[config.mk]
export PLATFORM = sky130hd
export DESIGN_NAME = flit_buffer_rd_arbiter
export DESIGN_NICKNAME = d
export VERILOG_FILES = /design/src/rtl/flit_buffer_rd_arbiter.sv
export SDC_FILE = /design/constraint.sdc
export NUM_CORES = 1
export LEC_CHECK = 0
export ABC_CLOCK_PERIOD_IN_PS = 3780
export CAP_MARGIN = 10
export CORE_ASPECT_RATIO = 1.2
export CORE_MARGIN = 2
export CORE_UTILIZATION = 49
export DETAILED_ROUTE_END_ITERATION = 10
export HOLD_SLACK_MARGIN = 0.06
export PLACE_DENSITY = 0.76
export RECOVER_POWER = 50
export SYNTH_ARGS = -nofsm -noshare
export SYNTH_HDL_FRONTEND = slang
export SYNTH_SLANG_ARGS = --single-unit
export TNS_END_PERCENT = 100
[constraint.sdc]
create_clock -name clk -period 3.78 [get_ports clk]
set_input_delay 0.756 -clock clk [delete_from_list [all_inputs] [get_ports clk]]
set_output_delay 0.756 -clock clk [all_outputs]
set_load 0.01 [all_outputs]
[src/rtl/flit_buffer_rd_arbiter.sv]
// Read-side scheduler for a router input port's flit_buffer: round-robin VC
// selection gated by per-VC downstream credit counters, with sticky error flag.
module flit_buffer_rd_arbiter #(
    parameter int unsigned V = 4,
    parameter int unsigned B = 4
) (
    input  logic         clk,
    input  logic         reset,
    input  logic         arb_en,
    input  logic [V-1:0] vc_not_empty,
    input  logic [V-1:0] ssa_rd,
    input  logic [V-1:0] credit_in,
    output logic         rd_en,
    output logic [V-1:0] vc_num_rd,
    output logic [V-1:0] credit_avail,
    output logic         credit_err
);

    localparam int unsigned CW = $clog2(B + 1);
    localparam int unsigned PW = (V > 1) ? $clog2(V) : 1;
    localparam logic [CW-1:0] CNT_MAX = CW'(B);

    logic [CW-1:0] cnt_q [V];
    logic [CW-1:0] cnt_d [V];
    logic [PW-1:0] ptr_q, ptr_d;
    logic          err_q, err_d;
    logic [V-1:0]  req;
    logic [V-1:0]  grant;
    logic [V-1:0]  consume;
    logic [PW-1:0] idx;
    logic          found;

    // Reset gates requests so nothing is granted while the port is held in reset.
    always_comb begin
        req = '0;
        for (int unsigned v = 0; v < V; v++) begin
            req[v] = vc_not_empty[v] & (cnt_q[v] != '0) & ~ssa_rd[v] & arb_en & reset;
        end
    end

    // Round-robin search starting at ptr_q; the winner's successor becomes the new pointer.
    always_comb begin
        grant = '0;
        ptr_d = ptr_q;
        found = 1'b0;
        idx   = '0;
        for (int unsigned i = 0; i < V; i++) begin
            idx = PW'((32'(ptr_q) + i) % V);
            if (!found && req[idx]) begin
                grant[idx] = 1'b1;
                found      = 1'b1;
                ptr_d      = PW'((32'(idx) + 32'd1) % V);
            end
        end
    end

    assign consume = grant | ssa_rd;

    // Credit bookkeeping; out-of-range updates saturate and raise the sticky error.
    always_comb begin
        err_d = err_q;
        for (int unsigned v = 0; v < V; v++) begin
            cnt_d[v] = cnt_q[v];
            if (consume[v] && !credit_in[v]) begin
                if (cnt_q[v] == '0) begin
                    err_d = 1'b1;
                end else begin
                    cnt_d[v] = cnt_q[v] - CW'(1);
                end
            end else if (credit_in[v] && !consume[v]) begin
                if (cnt_q[v] == CNT_MAX) begin
                    err_d = 1'b1;
                end else begin
                    cnt_d[v] = cnt_q[v] + CW'(1);
                end
            end
        end
    end

    always_ff @(posedge clk or negedge reset) begin
        if (!reset) begin
            for (int unsigned v = 0; v < V; v++) begin
                cnt_q[v] <= CNT_MAX;
            end
            ptr_q <= '0;
            err_q <= 1'b0;
        end else begin
            for (int unsigned v = 0; v < V; v++) begin
                cnt_q[v] <= cnt_d[v];
            end
            ptr_q <= ptr_d;
            err_q <= err_d;
        end
    end

    always_comb begin
        credit_avail = '0;
        for (int unsigned v = 0; v < V; v++) begin
            credit_avail[v] = (cnt_q[v] != '0);
        end
    end

    assign rd_en      = |grant;
    assign vc_num_rd  = grant;
    assign credit_err = err_q;

endmodule

* After elaboration in Yosys (flattened, before gate mapping)
Index checks and enable logic that the tools add are counted.
** Cells by class
- Add/subtract/negate cells :: 14
- Reductions and logical operators :: 44
- Eq/ne operators :: 12
- Magnitude comparators :: 8
- Bitwise gates (word level) :: 24
- Muxes and demuxes :: 59
** Operator list (number)
- $mux 3 :: 16
- $mux 1 :: 27
- $and 1x1->1 :: 16
- $mux 4 :: 4
- $ne 2x2->1 const B :: 8
- $or 4x4->4 :: 4
- $logic_and 1x1->1 :: 15
- $add 3x1->3 const B :: 4
- $eq 3x3->1 const B :: 4
- $logic_not 3->1 :: 4
- $lt 2x3->1 const B :: 4
- $reduce_and 3->1 :: 4
- $reduce_bool 3->1 :: 4
- $sub 3x1->3 const B :: 4
- $logic_not 1->1 :: 11
- $add 2x1->2 const B :: 4
- $bmux 1 s2 :: 4
- $demux 1 s2 :: 4
- $ge 2x1->1 const B :: 4
- $mux 2 :: 4
- $reduce_bool 2->1 :: 4
- $add 2x2->2 const B :: 2
- $not 1->1 :: 4
- $reduce_bool 4->1 :: 1
- $reduce_or 4->1 :: 1
** Storage, ports and cells
- Output and inout port bits :: 10
- Word-level logic and storage cells :: 167
- Flip-flop bits (word level) :: 15

* Logic depth before layout (Yosys ltp)
Gate-level depths: netlist of the first run.
- Depth in word-level cells :: 31
- Mapped depth :: 17

* Worst setup path before layout of the first run
No wires, ideal clock.
- Path kind :: reg-to-reg
- Start :: register ptr_q[0]
- End :: register cnt_q[2] (netlist bit)
- Period minus slack after synthesis :: 3.855 ns
- Cell stages (with the launch flop) :: 18
- Path buffers :: 1
- Arrival :: 3.778 ns
- Data required time :: 3.703 ns
- Library setup time :: 0.077 ns
- Slack :: -0.075 ns
- Cells stage by stage :: dfrtp_1 -> buf_2 -> inv_1 -> ha_1 -> inv_1 -> nor4_1 -> nor4_1 -> and2_4 -> a221o_1 -> or2_2 -> ha_1 -> inv_1 -> fa_1 -> nand2_1 -> or2_2 -> a21oi_1 -> nor2_1 -> a31oi_1
** On the way
- Longest elaborated chain between the ends :: 17
- Elaborated cells between the ends (all ways) :: 56
- Those cells by class :: add/sub: 3; order compare: 8; eq/ne: 2; mux: 24; bitwise: 4; reduce/logical: 15
** Ends and longest elaborated chain
- from (decl) :: line 25 : logic [PW-1:0] ptr_q, ptr_d;
- from (signal assigned) :: line 91 : ptr_q <= ptr_d;
- parallel branches: the longest is 11 deep, another holds $lt 2x3->1
- $mux 4 (*) :: line 49 : if (!found && req[idx]) begin
- named net vc_num_rd[3] :: line 14 : output logic [V-1:0] vc_num_rd,
- $or 4x4->4 (*) :: line 57 : assign consume = grant | ssa_rd;
- $logic_not 1->1 :: line 70 : end else if (credit_in[v] && !consume[v]) begin
- $logic_and 1x1->1 :: line 70
- $reduce_bool 2->1 (no line)
- $reduce_and 3->1 (no line)
- to (signal, indexed assignment) :: line 89 : cnt_q[v] <= cnt_d[v];
- to (decl) :: line 23 : logic [CW-1:0] cnt_q [V];
Mark *: on every way through the listed nets, which the timed path passes. The select of a mux whose other input is x is not followed.
A chain may end at the register's enable or synchronous reset.

* Worst setup path after layout of the first run
- Start :: input port ssa_rd[1]
- End :: output port rd_en
** On the way
- Longest elaborated chain between the ends :: 17
- Elaborated cells between the ends (all ways) :: 29
- Those cells by class :: mux: 15; bitwise: 7; reduce/logical: 7
** Ends and longest elaborated chain
- from (decl) :: line 11 : input logic [V-1:0] ssa_rd,
- $not 1->1 (*) :: line 37 : req[v] = vc_not_empty[v] & (cnt_q[v] != '0) & ~ssa_rd[v] & arb_en & reset;
- $and 1x1->1 (*) (3 in a row) :: line 37
- $bmux 1 s2 :: line 49
- $mux 1 (not written as such) :: line 49
- $mux 1 :: line 49
- $logic_not 1->1 :: line 49
- $logic_and 1x1->1 :: line 49
- $mux 1 :: line 49
- $logic_not 1->1 :: line 49
- $logic_and 1x1->1 :: line 49
- $mux 1 :: line 49
- $logic_not 1->1 :: line 49
- $logic_and 1x1->1 :: line 49
- $mux 4 (*) :: line 49
- $reduce_or 4->1 (*) :: line 103 : assign rd_en = |grant;
- to (decl) :: line 13 : output logic rd_en,
Every way passes the cells marked *; elsewhere a longest branch is shown, timed or not. The select of a mux whose other input is x is not followed.

==> out/metrics.yaml, run 1 <==
run_status: "finished clean"
grt_max_degree: 16
timing.hold.ws_ns: 0.482
synth_top_area_frac: 0.163
syn-instance-count: 207
cts-buffers-inserted: 3
final_cell_area_um2: 2390
via_count: 1826
ir_drop_uv: 559
antenna_found_initial: 0
synth_edf_count: 0
slew_headroom: 0.446
io_pins: 25
drive_above_1_share: 0.349
post-route-drc-count: 0
rr_endpoint: "cnt_q[2]"
insertion_delay_ns: 0.25
dr.first_iter.drc_count: 83
start_util: 0.512
power_density_nw_per_um2: 682
grt_pass1_vias: 1762
slowest_delay_ns: 0.52
synth_top_cell_by_area: "dfrtp_1"
worst_pin_slew_ns: 0.831
worstPathArrival_ns: 3.00
setup_tns_ns: 0
routed_via_density: 5.85
cts_buffer_depth: 2
path_cells: "buf_6, nand4b_1, o211a_1, mux4_2, and2_4, a221o_1, or4_1, buf_2"
rsz0062_at_grt: "yes"
clock-sinks: 15
fp.dieH_um: 68.4
worstSetupEndpointType: "output pin"
die_w_um: 57.7
synth_area_leaders: "dfrtp_1 16%, ha_1 8.9%, inv_1 6.9%"
rows: 23
critical_path.startpoint_type: "input port"
routed_wl_mm: 4.78
htree_levels: 1
path_clk_slew_ns: 0.06
hold_path_class: "flop to flop"
maxCapViolCount: 0
slew_violations: 0
ys_seq_area_frac: 0.225
post-route-period-util: 0.994
fmax_mhz: 266
cp_data_required_time_ns: 3.02
synth_fp_nets: 238
grt_pass1_wl_mm: 7.75
finalHoldViolations: 0
r2r_slack_ns: 0.15
yosysWarnings: 0
final_cells: 312
area_delta_synth_final_pct: 41.2
die_area_um2: 3940
finalSetupViolCount: 0
postPlaceCellArea_um2: 2300
layout_commonest_cell: "buf_4"
dp.cells: 307
critPathLaunch: "ssa_rd[1]"
core_um2: 3310
final_cell_mix: "45 x buf_4, 29 x inv_1, 20 x o21ai_0"
min_period_ns: 3.76
wl_per_cell_um: 15.3
async_flop_share: 1.00
drtPass1Iterations: 4
antenna_left: 0
grt_usage: 0.258
r2r_start: "cnt_q[2]"
final_util: 0.722
p_leak_nw: 1.08
netlist_area_um2: 1690
dpl.hpwl_mm: 3.84
reg2reg_depth: 15
fin_skew_ns: 0.00120
yosysUniqueCellTypes: 42
port-buffer-count: 24
critical_path_class: "input port to output pin"
cp_slowest_cell: "or4_1"
gp_congestion: 0.988
antennaDiodeCount: 0
ys_dominant_reg_cell: "dfrtp_1"
cts_tree: "built"
final_nets: 307
clockRootBuffer: "clkbuf_8"
ys_ff_latch: 15
crit_fanout: 5
endpoint: "rd_en"
syn_avg_cell_area_um2: 8.18
grt_overflow_total: 0
==> flip-flops by register name (all words and copies together) (netlist names) <==
register	count
cnt_q	12
credit_err	1
ptr_q	2
==> layer usage <==
metal  track usage  vias to the layer above  wire length, um
met3        0.0340                        4              171
met4        0.0640                        0               32
met5             0                        -                0
met2         0.509                       46             2580
li1              -                      900                -
met1         0.289                      876             2000
==> critical path, delay by kind of cell <==
kind	cells	cell delay, ns
compound gates	2	0.57
mux	1	0.49
simple gates	3	0.94
buf+inv	2	0.24
==> cell usage after synthesis, types with 2 or more instances <==
library cell and instances:
or2_2 8, inv_1 31, a221o_1 4, xnor2_1 5, o41ai_1 4, buf_2 5, o21ai_0 20, nand2_1 7
o211ai_1 6, nand4b_1 3, clkbuf_1 2, a31oi_1 3, a211oi_1 4, ha_1 12, nor2_1 15, dfrtp_1 11
nand3_1 9, nor4_1 5, dfstp_2 4, fa_1 4, a22oi_1 6, mux4_2 3, and4b_1 3, nor3_1 4
a21oi_1 7, mux2i_1 5, a2111oi_0 2
==> cell type report <==
class,instances,area (um^2)
multi-input combinational,154,1250
fill,251,918
timing repair buffer,71,551
sequential,15,380
inverter,31,116
tap,37,46.3
clock buffer,3,41.3
clock inverter,1,5.00
==> logic make-up (layout without fill, tap and decap cells) <==
kind of cell,after synthesis,in the layout,share of synthesized area
simple gates,63,63,0.208
flops,15,15,0.225
xor+xnor,5,5,0.0259
fa+ha+maj,16,16,0.136
mux,8,8,0.0695
buf+inv,38,106,0.0880
compound gates,62,62,0.248
==> power by group <==
part           leakage, nW  internal (W)  switching (W)
Combinational        0.890      0.000547       0.000635
Clock               0.0255     0.0000730      0.0000578
Sequential           0.169      0.000257      0.0000622
Total                 1.08      0.000876       0.000755
==> per-stage QoR <==
stage / setup WS [ns] / power, W
2_1_floorplan: 0.0177 / 0.000982
3_3_place_gp: -0.773 / 0.00141
3_5_place_dp: -0.773 / 0.00144
4_1_cts: -0.0163 / 0.00159
5_1_grt: -0.0529 / 0.00176
6_report: 0.0232 / 0.00163
==> what timing repair did <==
item	CTS	global route
hold buffers	0	0
resized for setup	49	12
endpoints found under the hold margin	0	0
pin swaps	10	5
setup endpoints to repair	18	10
buffers inserted	1	0
==> worst min path at each step <==
stage | startpoint | endpoint | slack (ns) | cells past startpoint
3_3_place_gp | credit_err | credit_err | 0.46 | 1
4_1_cts | credit_err | credit_err | 0.48 | 1
5_1_grt | credit_err | credit_err | 0.50 | 1
6_report | credit_err | credit_err | 0.48 | 1
2_1_floorplan | reset | cnt_q[0] | 0.46 | 0
3_5_place_dp | credit_err | credit_err | 0.47 | 1
No activity file was read; power rests on OpenSTA's default activity.
==> run 2, diff against run 1 <==
--- a/constraint.sdc
+++ b/constraint.sdc
@@ -3,2 +3,2 @@
 set_output_delay 0.756 -clock clk [all_outputs]
-set_load 0.01 [all_outputs]
+set_load 0.05 [all_outputs]
==> out/metrics.yaml, run 2 (synthesis results as in run 1) <==
run_status: "finished, violations left"
violations: "setup timing"
finalHoldViolations: 0
grt_pass1_vias: 1795
critical_path_class: "input port to output pin"
largest_reg_flops: 12
p_leak_nw: 1.14
die_area_um2: 3940
critPathBufInv: 2
post-route-drc-count: 0
routed_via_density: 6.25
clock_power_share: 0.076
cts_tree: "built"
layout_commonest_cell: "buf_4"
insertion_delay_ns: 0.25
cp_slowest_cell: "or4_4"
crit_fanout: 5
via_count: 1950
area_delta_synth_final_pct: 47.1
maxCapViolCount: 0
finalSetupViolCount: 1
clock-sinks: 15
path_cells: "clkdlybuf4s15_1, and4b_2, and4_1, o41ai_1, mux2i_1, a221o_2, or4_4, buf_8"
core_um2: 3310
cp_data_required_time_ns: 3.02
critical_path.startpoint_type: "input port"
min_period_ns: 3.85
power_density_nw_per_um2: 704
cts_buffer_depth: 2
ir_drop_uv: 581
fin_skew_ns: 0.00763
worstPathArrival_ns: 3.10
post-route-period-util: 1.02
nFillCells: 237
grt_max_degree: 10
cts-buffers-inserted: 3
total_power_w: 0.00175
worst_pin_slew_ns: 0.508
drive_above_1_share: 0.415
worstSetupEndpointType: "output pin"
grt_overflow_total: 0
htree_levels: 1
slew_headroom: 0.660
reg2reg_depth: 18
final_nets: 307
die_w_um: 57.7
gp_congestion: 0.968
critical-path-top-delay-family: "simple AND/OR/NAND/NOR gates"
routed_wl_mm: 5.34
timing.hold.ws_ns: 0.403
antenna_found_initial: 0
comb_power_share: 0.714
port-buffer-count: 24
final_cell_mix: "50 x buf_4, 27 x inv_1, 20 x o21ai_0"
antennaDiodeCount: 0
io_pins: 25
drtPass1Iterations: 5
dr.first_iter.drc_count: 112
hold_path_class: "input port to asynchronous set/reset pin"
rows: 23
antenna_left: 0
dpl.hpwl_mm: 3.85
seqPwrFrac: 0.210
grt_usage: 0.269
swShare: 0.511
intPower_w: 0.000856
power_switching_w: 0.000896
slowest_delay_ns: 0.55
fmax_mhz: 259
grt_pass1_wl_mm: 8.15
slew_violations: 0
start_util: 0.512
fp.dieH_um: 68.4
clockRootBuffer: "clkbuf_8"
timing.final.ws_setup_ns: -0.0738
rsz0062_at_grt: "yes"
largest-register: "cnt_q"
wl_per_cell_um: 17.1
cts_hold_buf: 0
path_clk_slew_ns: 0.07
cp.depth: 8
## run 2: area by class of cell
class | count | area (um^2) | share of cell area
clock inverter | 1 | 5.00 | 0.00201
multi-input combinational | 154 | 1320 | 0.529
tap | 37 | 46.3 | 0.0186
clock buffer | 3 | 41.3 | 0.0166
sequential | 15 | 380 | 0.153
timing repair buffer | 71 | 583 | 0.234
inverter | 31 | 116 | 0.0467
## run 2: path summary, 6_finish.rpt
| path | start | to | slack, ns |
|---|---|---|---|
| min reg2reg | credit_err | credit_err | 0.49 |
| min in group clk | credit_err | credit_err | 0.49 |
| max in group asynchronous | reset | cnt_q[5] | 3.11 |
| min | reset | cnt_q[0] | 0.40 |
| max reg2reg | ptr_q[1] | cnt_q[2] | 0.07 |
| max | vc_not_empty[3] | rd_en | -0.07 |
## run 2: timing repair
item | CTS | global route
buffers inserted | 8 | 6
resized for setup | 42 | 29
setup endpoints to repair | 18 | 8
pin swaps | 8 | 9
## run 2: layer usage
metal  global-route usage  up-vias  share of wire
met1                0.311      901           0.39
met5                    0        -              0
li1                     -      896              -
met2                0.486      113           0.50
met4                0.122        0          0.050
met3               0.0416       40          0.062
## run 2: per-stage QoR
step	util	TNS [ns]	setup slack, ns	instances	cell area [um^2]
2_1_floorplan	-	-0.187	-0.0812	207	1720
3_3_place_gp	0.668	-6.75	-0.627	295	2210
3_5_place_dp	0.668	-8.02	-0.691	295	2210
4_1_cts	0.709	-0.104	-0.104	307	2350
5_1_grt	0.752	-0.222	-0.111	312	2490
6_report	0.752	-0.0738	-0.0738	312	2490
## run 2: power groups by stage
stage / Clock [W] / Sequential [W] / Combinational [W]
2_1_floorplan: 0 / 0.000317 / 0.000798
3_3_place_gp: 0 / 0.000353 / 0.00110
3_5_place_dp: 0 / 0.000354 / 0.00111
4_1_cts: 0.000133 / 0.000357 / 0.00116
5_1_grt: 0.000139 / 0.000382 / 0.00134
6_report: 0.000132 / 0.000368 / 0.00125
